===== src/rtl/cardinal_noc_pkg.sv =====
// -----------------------------------------------------------------------------
// cardinal_noc_pkg
// Shared definitions for the Cardinal mesh network interface.
//   - NOC_DATA_WIDTH : default packet/data word width.
//   - nic_addr_e     : CPU-visible NIC register select encodings.
//   - PKT_*          : packet field positions. Numbering follows the packet
//                      convention where bit 0 is the MSB of the word.
// -----------------------------------------------------------------------------
package cardinal_noc_pkg;

    localparam int NOC_DATA_WIDTH = 64;

    typedef enum logic [1:0] {
        NIC_IN_DATA  = 2'b00,
        NIC_IN_STAT  = 2'b01,
        NIC_OUT_DATA = 2'b10,
        NIC_OUT_STAT = 2'b11
    } nic_addr_e;

    // Packet field positions, bit 0 = MSB of the packet word.
    localparam int PKT_VC_BIT    = 0;
    localparam int PKT_DIR_X_BIT = 1;
    localparam int PKT_DIR_Y_BIT = 2;
    localparam int PKT_HOP_MSB   = 8;
    localparam int PKT_HOP_LSB   = 15;
    localparam int PKT_SRC_MSB   = 16;
    localparam int PKT_SRC_LSB   = 31;

endpackage


===== src/rtl/cardinal_nic_buffered_fifo.sv =====
// -----------------------------------------------------------------------------
// nic_fifo
// Synchronous FIFO used for both NIC directions.
//   clk, rst_n : clock, asynchronous active-low reset
//   push, din  : write request and data (ignored while full)
//   pop        : read request (ignored while empty)
//   head       : current oldest entry, zero when empty (no read latency)
//   count      : occupancy, $clog2(DEPTH)+1 bits so that full = count==DEPTH
//   full/empty : occupancy flags
// -----------------------------------------------------------------------------
module nic_fifo
#(
    parameter int DEPTH = 4,
    parameter int WIDTH = 64
)
(
    input  logic                     clk,
    input  logic                     rst_n,
    input  logic                     push,
    input  logic                     pop,
    input  logic [WIDTH-1:0]         din,
    output logic [WIDTH-1:0]         head,
    output logic [$clog2(DEPTH):0]   count,
    output logic                     full,
    output logic                     empty
);

    localparam int AW = $clog2(DEPTH);
    localparam int CW = AW + 1;

    logic [WIDTH-1:0] mem_q [DEPTH];
    logic [WIDTH-1:0] mem_d [DEPTH];
    logic [AW-1:0]    wr_ptr_q, wr_ptr_d;
    logic [AW-1:0]    rd_ptr_q, rd_ptr_d;
    logic [CW-1:0]    count_q, count_d;
    logic             push_ok, pop_ok;

    // Occupancy flags, qualified requests and head presentation.
    always_comb begin
        full    = (count_q == CW'(DEPTH));
        empty   = (count_q == {CW{1'b0}});
        count   = count_q;
        // Fullness is judged on the current state, so a same-cycle pop never
        // makes room for a push into a full FIFO.
        push_ok = push & ~full;
        pop_ok  = pop & ~empty;
        if (empty) begin
            head = {WIDTH{1'b0}};
        end else begin
            head = mem_q[rd_ptr_q];
        end
    end

    // Next-state for storage, pointers and count.
    always_comb begin
        mem_d    = mem_q;
        wr_ptr_d = wr_ptr_q;
        rd_ptr_d = rd_ptr_q;
        if (push_ok) begin
            mem_d[wr_ptr_q] = din;
            wr_ptr_d        = wr_ptr_q + AW'(1);
        end else begin
            wr_ptr_d = wr_ptr_q;
        end
        if (pop_ok) begin
            rd_ptr_d = rd_ptr_q + AW'(1);
        end else begin
            rd_ptr_d = rd_ptr_q;
        end
        case ({push_ok, pop_ok})
            2'b10:   count_d = count_q + CW'(1);
            2'b01:   count_d = count_q - CW'(1);
            default: count_d = count_q;
        endcase
    end

    // State registers; pointers wrap naturally since DEPTH is a power of two.
    always_ff @(posedge clk or negedge rst_n) begin
        if (!rst_n) begin
            for (int i = 0; i < DEPTH; i++) begin
                mem_q[i] <= {WIDTH{1'b0}};
            end
            wr_ptr_q <= {AW{1'b0}};
            rd_ptr_q <= {AW{1'b0}};
            count_q  <= {CW{1'b0}};
        end else begin
            mem_q    <= mem_d;
            wr_ptr_q <= wr_ptr_d;
            rd_ptr_q <= rd_ptr_d;
            count_q  <= count_d;
        end
    end

endmodule


===== src/rtl/cardinal_nic_buffered.sv =====
// -----------------------------------------------------------------------------
// cardinal_nic_buffered
// Buffered network interface between a cardinal_cpu and its router port.
//   clk, reset        : clock, asynchronous active-low reset
//   addr, d_in, d_out : CPU register select, write data, read data (comb.)
//   nicEn, nicEnWr    : CPU access enable and write/read select
//   net_si/ri/di      : router -> NIC packet handshake and data
//   net_so/ro/do      : NIC -> router packet handshake and data
//   net_polarity      : router even/odd phase; gates injection by VC bit
// Packet bit numbering puts bit 0 at the MSB; with the descending vectors used
// here, packet bit k lives at vector index DATA_WIDTH-1-k.
// -----------------------------------------------------------------------------
module cardinal_nic_buffered
    import cardinal_noc_pkg::*;
#(
    parameter int DATA_WIDTH = NOC_DATA_WIDTH,
    parameter int IN_DEPTH   = 4,
    parameter int OUT_DEPTH  = 4,
    parameter int VC_BIT     = PKT_VC_BIT
)
(
    input  logic                  clk,
    input  logic                  reset,
    input  logic [1:0]            addr,
    input  logic [DATA_WIDTH-1:0] d_in,
    output logic [DATA_WIDTH-1:0] d_out,
    input  logic                  nicEn,
    input  logic                  nicEnWr,
    input  logic                  net_si,
    output logic                  net_ri,
    input  logic [DATA_WIDTH-1:0] net_di,
    output logic                  net_so,
    input  logic                  net_ro,
    output logic [DATA_WIDTH-1:0] net_do,
    input  logic                  net_polarity
);

    localparam int IN_CW  = $clog2(IN_DEPTH) + 1;
    localparam int OUT_CW = $clog2(OUT_DEPTH) + 1;
    localparam int MSB    = DATA_WIDTH - 1;

    logic [DATA_WIDTH-1:0] in_head, out_head;
    logic [IN_CW-1:0]      in_count;
    logic [OUT_CW-1:0]     out_count;
    logic                  in_full, in_empty, out_full, out_empty;
    logic                  cpu_rd, cpu_wr;
    logic                  in_push, in_pop, out_push, out_pop;
    logic                  ovf_q, ovf_d;
    logic [DATA_WIDTH-1:0] in_stat, out_stat, rd_data;

    // Handshakes, FIFO controls and sticky overflow next-state.
    always_comb begin
        cpu_rd   = nicEn & ~nicEnWr;
        cpu_wr   = nicEn & nicEnWr;
        net_ri   = reset & ~in_full;
        in_push  = net_si & net_ri;
        in_pop   = cpu_rd & (addr == NIC_IN_DATA) & ~in_empty;
        out_push = cpu_wr & (addr == NIC_OUT_DATA) & ~out_full;
        // Inject only when the head's VC bit matches the router phase.
        net_so   = reset & ~out_empty & net_ro & (out_head[MSB-VC_BIT] == net_polarity);
        out_pop  = net_so;
        net_do   = out_head;
        if (cpu_wr && (addr == NIC_OUT_DATA) && out_full) begin
            ovf_d = 1'b1;
        end else if (cpu_rd && (addr == NIC_OUT_STAT)) begin
            ovf_d = 1'b0;
        end else begin
            ovf_d = ovf_q;
        end
    end

    // CPU read mux; status flags sit at the packet MSB end, count at the LSB end.
    always_comb begin
        in_stat           = DATA_WIDTH'(in_count);
        in_stat[MSB]      = ~in_empty;
        out_stat          = DATA_WIDTH'(out_count);
        out_stat[MSB]     = out_full;
        out_stat[MSB-1]   = ovf_q;
        case (addr)
            NIC_IN_DATA:  rd_data = in_head;
            NIC_IN_STAT:  rd_data = in_stat;
            NIC_OUT_STAT: rd_data = out_stat;
            default:      rd_data = {DATA_WIDTH{1'b0}};
        endcase
        if (reset && cpu_rd) begin
            d_out = rd_data;
        end else begin
            d_out = {DATA_WIDTH{1'b0}};
        end
    end

    // Sticky overflow flag.
    always_ff @(posedge clk or negedge reset) begin
        if (!reset) begin
            ovf_q <= 1'b0;
        end else begin
            ovf_q <= ovf_d;
        end
    end

    nic_fifo #(.DEPTH(IN_DEPTH), .WIDTH(DATA_WIDTH)) u_in_fifo (
        .clk   (clk),
        .rst_n (reset),
        .push  (in_push),
        .pop   (in_pop),
        .din   (net_di),
        .head  (in_head),
        .count (in_count),
        .full  (in_full),
        .empty (in_empty)
    );

    nic_fifo #(.DEPTH(OUT_DEPTH), .WIDTH(DATA_WIDTH)) u_out_fifo (
        .clk   (clk),
        .rst_n (reset),
        .push  (out_push),
        .pop   (out_pop),
        .din   (d_in),
        .head  (out_head),
        .count (out_count),
        .full  (out_full),
        .empty (out_empty)
    );

endmodule

===== config.mk =====
export PLATFORM = sky130hd
export DESIGN_NAME = cardinal_nic_buffered
export DESIGN_NICKNAME = d
export VERILOG_FILES = /design/src/rtl/cardinal_noc_pkg.sv /design/src/rtl/cardinal_nic_buffered_fifo.sv /design/src/rtl/cardinal_nic_buffered.sv
export SDC_FILE = /design/constraint.sdc
export NUM_CORES = 1
export LEC_CHECK = 0
export CAP_MARGIN = 20
export CORE_UTILIZATION = 35
export CTS_CLUSTER_SIZE = 40
export DETAILED_ROUTE_END_ITERATION = 10
export PLACE_DENSITY = 0.51
export RECOVER_POWER = 100
export SKIP_CTS_REPAIR_TIMING = 1
export SYNTH_ARGS = -nofsm -noshare
export SYNTH_HDL_FRONTEND = slang
export SYNTH_HIERARCHICAL = 1
export SYNTH_SLANG_ARGS = --single-unit

===== constraint.sdc =====
create_clock -name clk -period 5.7 [get_ports clk]
set_input_delay 1.425 -clock clk [delete_from_list [all_inputs] [get_ports clk]]
set_output_delay 1.425 -clock clk [all_outputs]
set_load 0.05 [all_outputs]

==> impl_metrics.tcl <==
set metrics [dict create \
    final_cells 2794 \
    critPathArrivalTime_ns 3.83 \
    final_common_cell "dfrtp_1" \
    yosys.area.top_type_share_pct 53.49 \
    row_count 96 \
    clk_pin_slew_ns 0.06 \
    crit_start "u_out_fifo/rd_ptr_q[1]$_DFFE_PN0P_" \
    final_area_sq_um 30410 \
    syn_to_final_growth_pct 23.36 \
    detailroute.wirelength.met2_um 28340 \
    grt_pass1_wl_um 93520 \
    netlist_area_sq_um 24650 \
    hold_viol_final 0 \
    ys_warn_count 6 \
    path_max_fanout 39 \
    antenna_found_initial 14 \
    synth-seq-area-share_pct 53.49 \
    die_w_um 267.4 \
    yosys-top-cells-area "dfrtp_1 53%, mux2_2 24%, mux4_2 12%, and2_1 4.4%, clkbuf_8 2.2%" \
    clockRootBuffer "clkbuf_16" \
    finalCriticalPeriod_ns 5.250 \
    wl_met3_um 2996 \
    cts_max_level 2 \
    worstPathRequired_ns 4.28 \
    synth.distinct_cells 34 \
    via_count 13939 \
    slew_viol_final 688 \
    via_per_inst 4.989 \
    insertion_delay_ns 0.60 \
    drive_gt1_share_pct 44.92 \
    cts_tree "built" \
    critPathCapture "net_do[6]" \
    tns_ns 0 \
    period_share_pct 92.11 \
    die-area_sq_um 71510 \
    tightestPinTransition_ns 3.735 \
    avgSynthCellArea_sq_um 15.85 \
    fin_nets 1961 \
    hp-class "register to register" \
    synth_seq_cells 527 \
    r2r_cells 7 \
    synth-main-ff-cell "dfrtp_1" \
    failed_checks "max-capacitance violations, max-slew violations" \
    syn_nets 1705 \
    synth_top_cell_by_area "dfrtp_1" \
    dr.pass1.iters 4 \
    wl_per_cell_um 21.13 \
    r2r_start "u_in_fifo/count[2]$_DFFE_PN0P_" \
    end_kind "output port" \
    grt_start_max_net_pins 189 \
    clock-sinks 527 \
    wirelength_um 59030 \
    place_inst 2680 \
    fp.dieH_um 267.4 \
    start_util_pct 35.64 \
    relSlewSlack_pct -149.0 \
    syn_inst 1556 \
    criticalPathCategory "register to output port" \
    status "complete, but fails checks" \
    synth_edf_count 0 \
    start_kind "register" \
    maxCapViolations 12 \
    ir_drop_mv 0.2684 \
    powerDensity_nw_per_um2 580.0 \
    core-area_sq_um 69190 \
    dpl.hpwl_um 34710 \
    async_reset_ff_share_pct 100.0 \
    cts_buffers 60 \
    gr-usage-all-layers_pct 16.90 \
    drt_iter0_drc 608 \
    final_cell_mix "523 x dfrtp_1, 517 x mux2_2, 136 x clkdlybuf4s50_1, 129 x and2_1, 128 x mux4_2" \
    finClkSkew_ns 0.009889 \
    rr_endpoint "u_in_fifo/mem_q[148]$_DFFE_PN0P_" \
    gp_congestion 0.7427 \
    leakagePower_nw 12.93 \
    ant_nets 0 \
    fmax_ghz 0.1905 \
    routed.top_layer "met5" \
    placed_area_sq_um 28590 \
    grt_setup_unrepaired "no" \
    cts_buffer_depth 3 \
    finalSetupViolations 0 \
    grt_pass1_vias 15623 \
    grt_overflow 0 \
    io_buffers 266 \
    ios 267 \
    drt-met1-wl_um 26490 \
    drcViolationCount 0 \
    ff2ff_setup_slack_ns 1.29 \
]
-- power by group --
| part | total [W] | internal, W | switching (W) |
|---|---|---|---|
| combinational | 0.00729 | 0.00382 | 0.00347 |
| clock | 0.00389 | 0.00236 | 0.00153 |
| sequential | 0.00647 | 0.00548 | 0.000984 |
-- Yosys cell counts (2+ instances only) --
| cell type | instances |
|---|---|
| ha_1 | 10 |
| nand3_1 | 8 |
| and2_1 | 174 |
| mux2i_1 | 2 |
| or3_1 | 2 |
| clkbuf_8 | 40 |
| dfrtp_1 | 527 |
| nor3b_2 | 2 |
| and2_2 | 16 |
| o21ai_0 | 3 |
| buf_4 | 2 |
| mux2_2 | 517 |
| a21oi_1 | 5 |
| mux4_2 | 128 |
| fa_1 | 2 |
| nand2b_1 | 2 |
| clkbuf_2 | 4 |
| buf_1 | 2 |
| clkbuf_1 | 22 |
| nand2_1 | 13 |
| buf_2 | 18 |
| inv_1 | 13 |
| nor2b_1 | 3 |
| nor2_2 | 8 |
| xor2_1 | 7 |
| nor2_1 | 3 |
| xnor2_1 | 6 |
| buf_6 | 10 |
| nor3_1 | 2 |
-- critical path, cell delays in order, from the launching register on --
cell and delay (ns):
dfrtp_2 0.62, clkbuf_2 1.11, mux4_2 0.42, and2_1 0.18
dlygate4sd3_1 0.89
-- registers in the layout, indices dropped and copies added (netlist names) --
signal	cells
u_out_fifo/mem_q	256
u_in_fifo/count	3
u_out_fifo/wr_ptr_q	2
u_out_fifo/rd_ptr_q	2
u_in_fifo/mem_q	256
u_in_fifo/wr_ptr_q	2
u_in_fifo/rd_ptr_q	2
ovf_q	1
u_out_fifo/count	3
-- layout make-up --
type	instances	area (sq um)
well taps	931	1165
clock buffers	99	1839
flip-flops and latches	527	13200
diodes	4	10.01
fillers	6329	38770
multi-input cells	918	10550
repair buffers	292	3451
clock inverters	10	155.1
inverters	13	48.80
-- worst min-delay path by stage --
| stage | startpoint | end | slack [ns] | cells after the start |
|---|---|---|---|---|
| floorplan | u_in_fifo/count[2]$_DFFE_PN0P_ | u_in_fifo/count[2]$_DFFE_PN0P_ | 0.46 | 1 |
| global placement | u_in_fifo/mem_q[81]$_DFFE_PN0P_ | u_in_fifo/mem_q[81]$_DFFE_PN0P_ | 0.48 | 1 |
| detailed placement | u_out_fifo/mem_q[69]$_DFFE_PN0P_ | u_out_fifo/mem_q[69]$_DFFE_PN0P_ | 0.49 | 1 |
| CTS | u_out_fifo/mem_q[69]$_DFFE_PN0P_ | u_out_fifo/mem_q[69]$_DFFE_PN0P_ | 0.50 | 1 |
| global route | u_out_fifo/mem_q[105]$_DFFE_PN0P_ | u_out_fifo/mem_q[105]$_DFFE_PN0P_ | 0.51 | 1 |
| finish | u_out_fifo/mem_q[88]$_DFFE_PN0P_ | u_out_fifo/mem_q[88]$_DFFE_PN0P_ | 0.50 | 1 |
-- through the flow --
step / total power [W] / utilization (%) / hold WS, ns / setup WS, ns
after floorplan: 0.01180 / - / 0.4612 / 1.515
after global placement: 0.01393 / 41.33 / 0.4832 / 0.7638
after detailed placement: 0.01409 / 41.33 / 0.4902 / 0.7350
after CTS: 0.01808 / 44.21 / 0.5033 / 0.6615
after global routing: 0.01872 / 43.96 / 0.5130 / 0.2690
final: 0.01764 / 43.96 / 0.4985 / 0.4498
-- metal layers --
layer	vias to the layer above	track usage (%)
li1	6145	-
met1	7438	22.84
met2	255	27.46
met3	83	3.898
met4	18	4.108
met5	-	0
-- logic make-up (layout without fill, tap and decap cells) --
logic type	count (synthesis)	count (layout)	share of synthesized area (%)
xor gates and xnor gates	13	13	0.4618
adders and majority gates	12	12	0.6699
buffers and inverters	111	414	3.761
AOI/OAI and AO/OA	9	9	0.1979
muxes	647	647	35.39
and+or+nand+nor	237	237	6.034
other	0	4	0
DFF	527	527	53.49
Power figures use the tool's default switching activity.
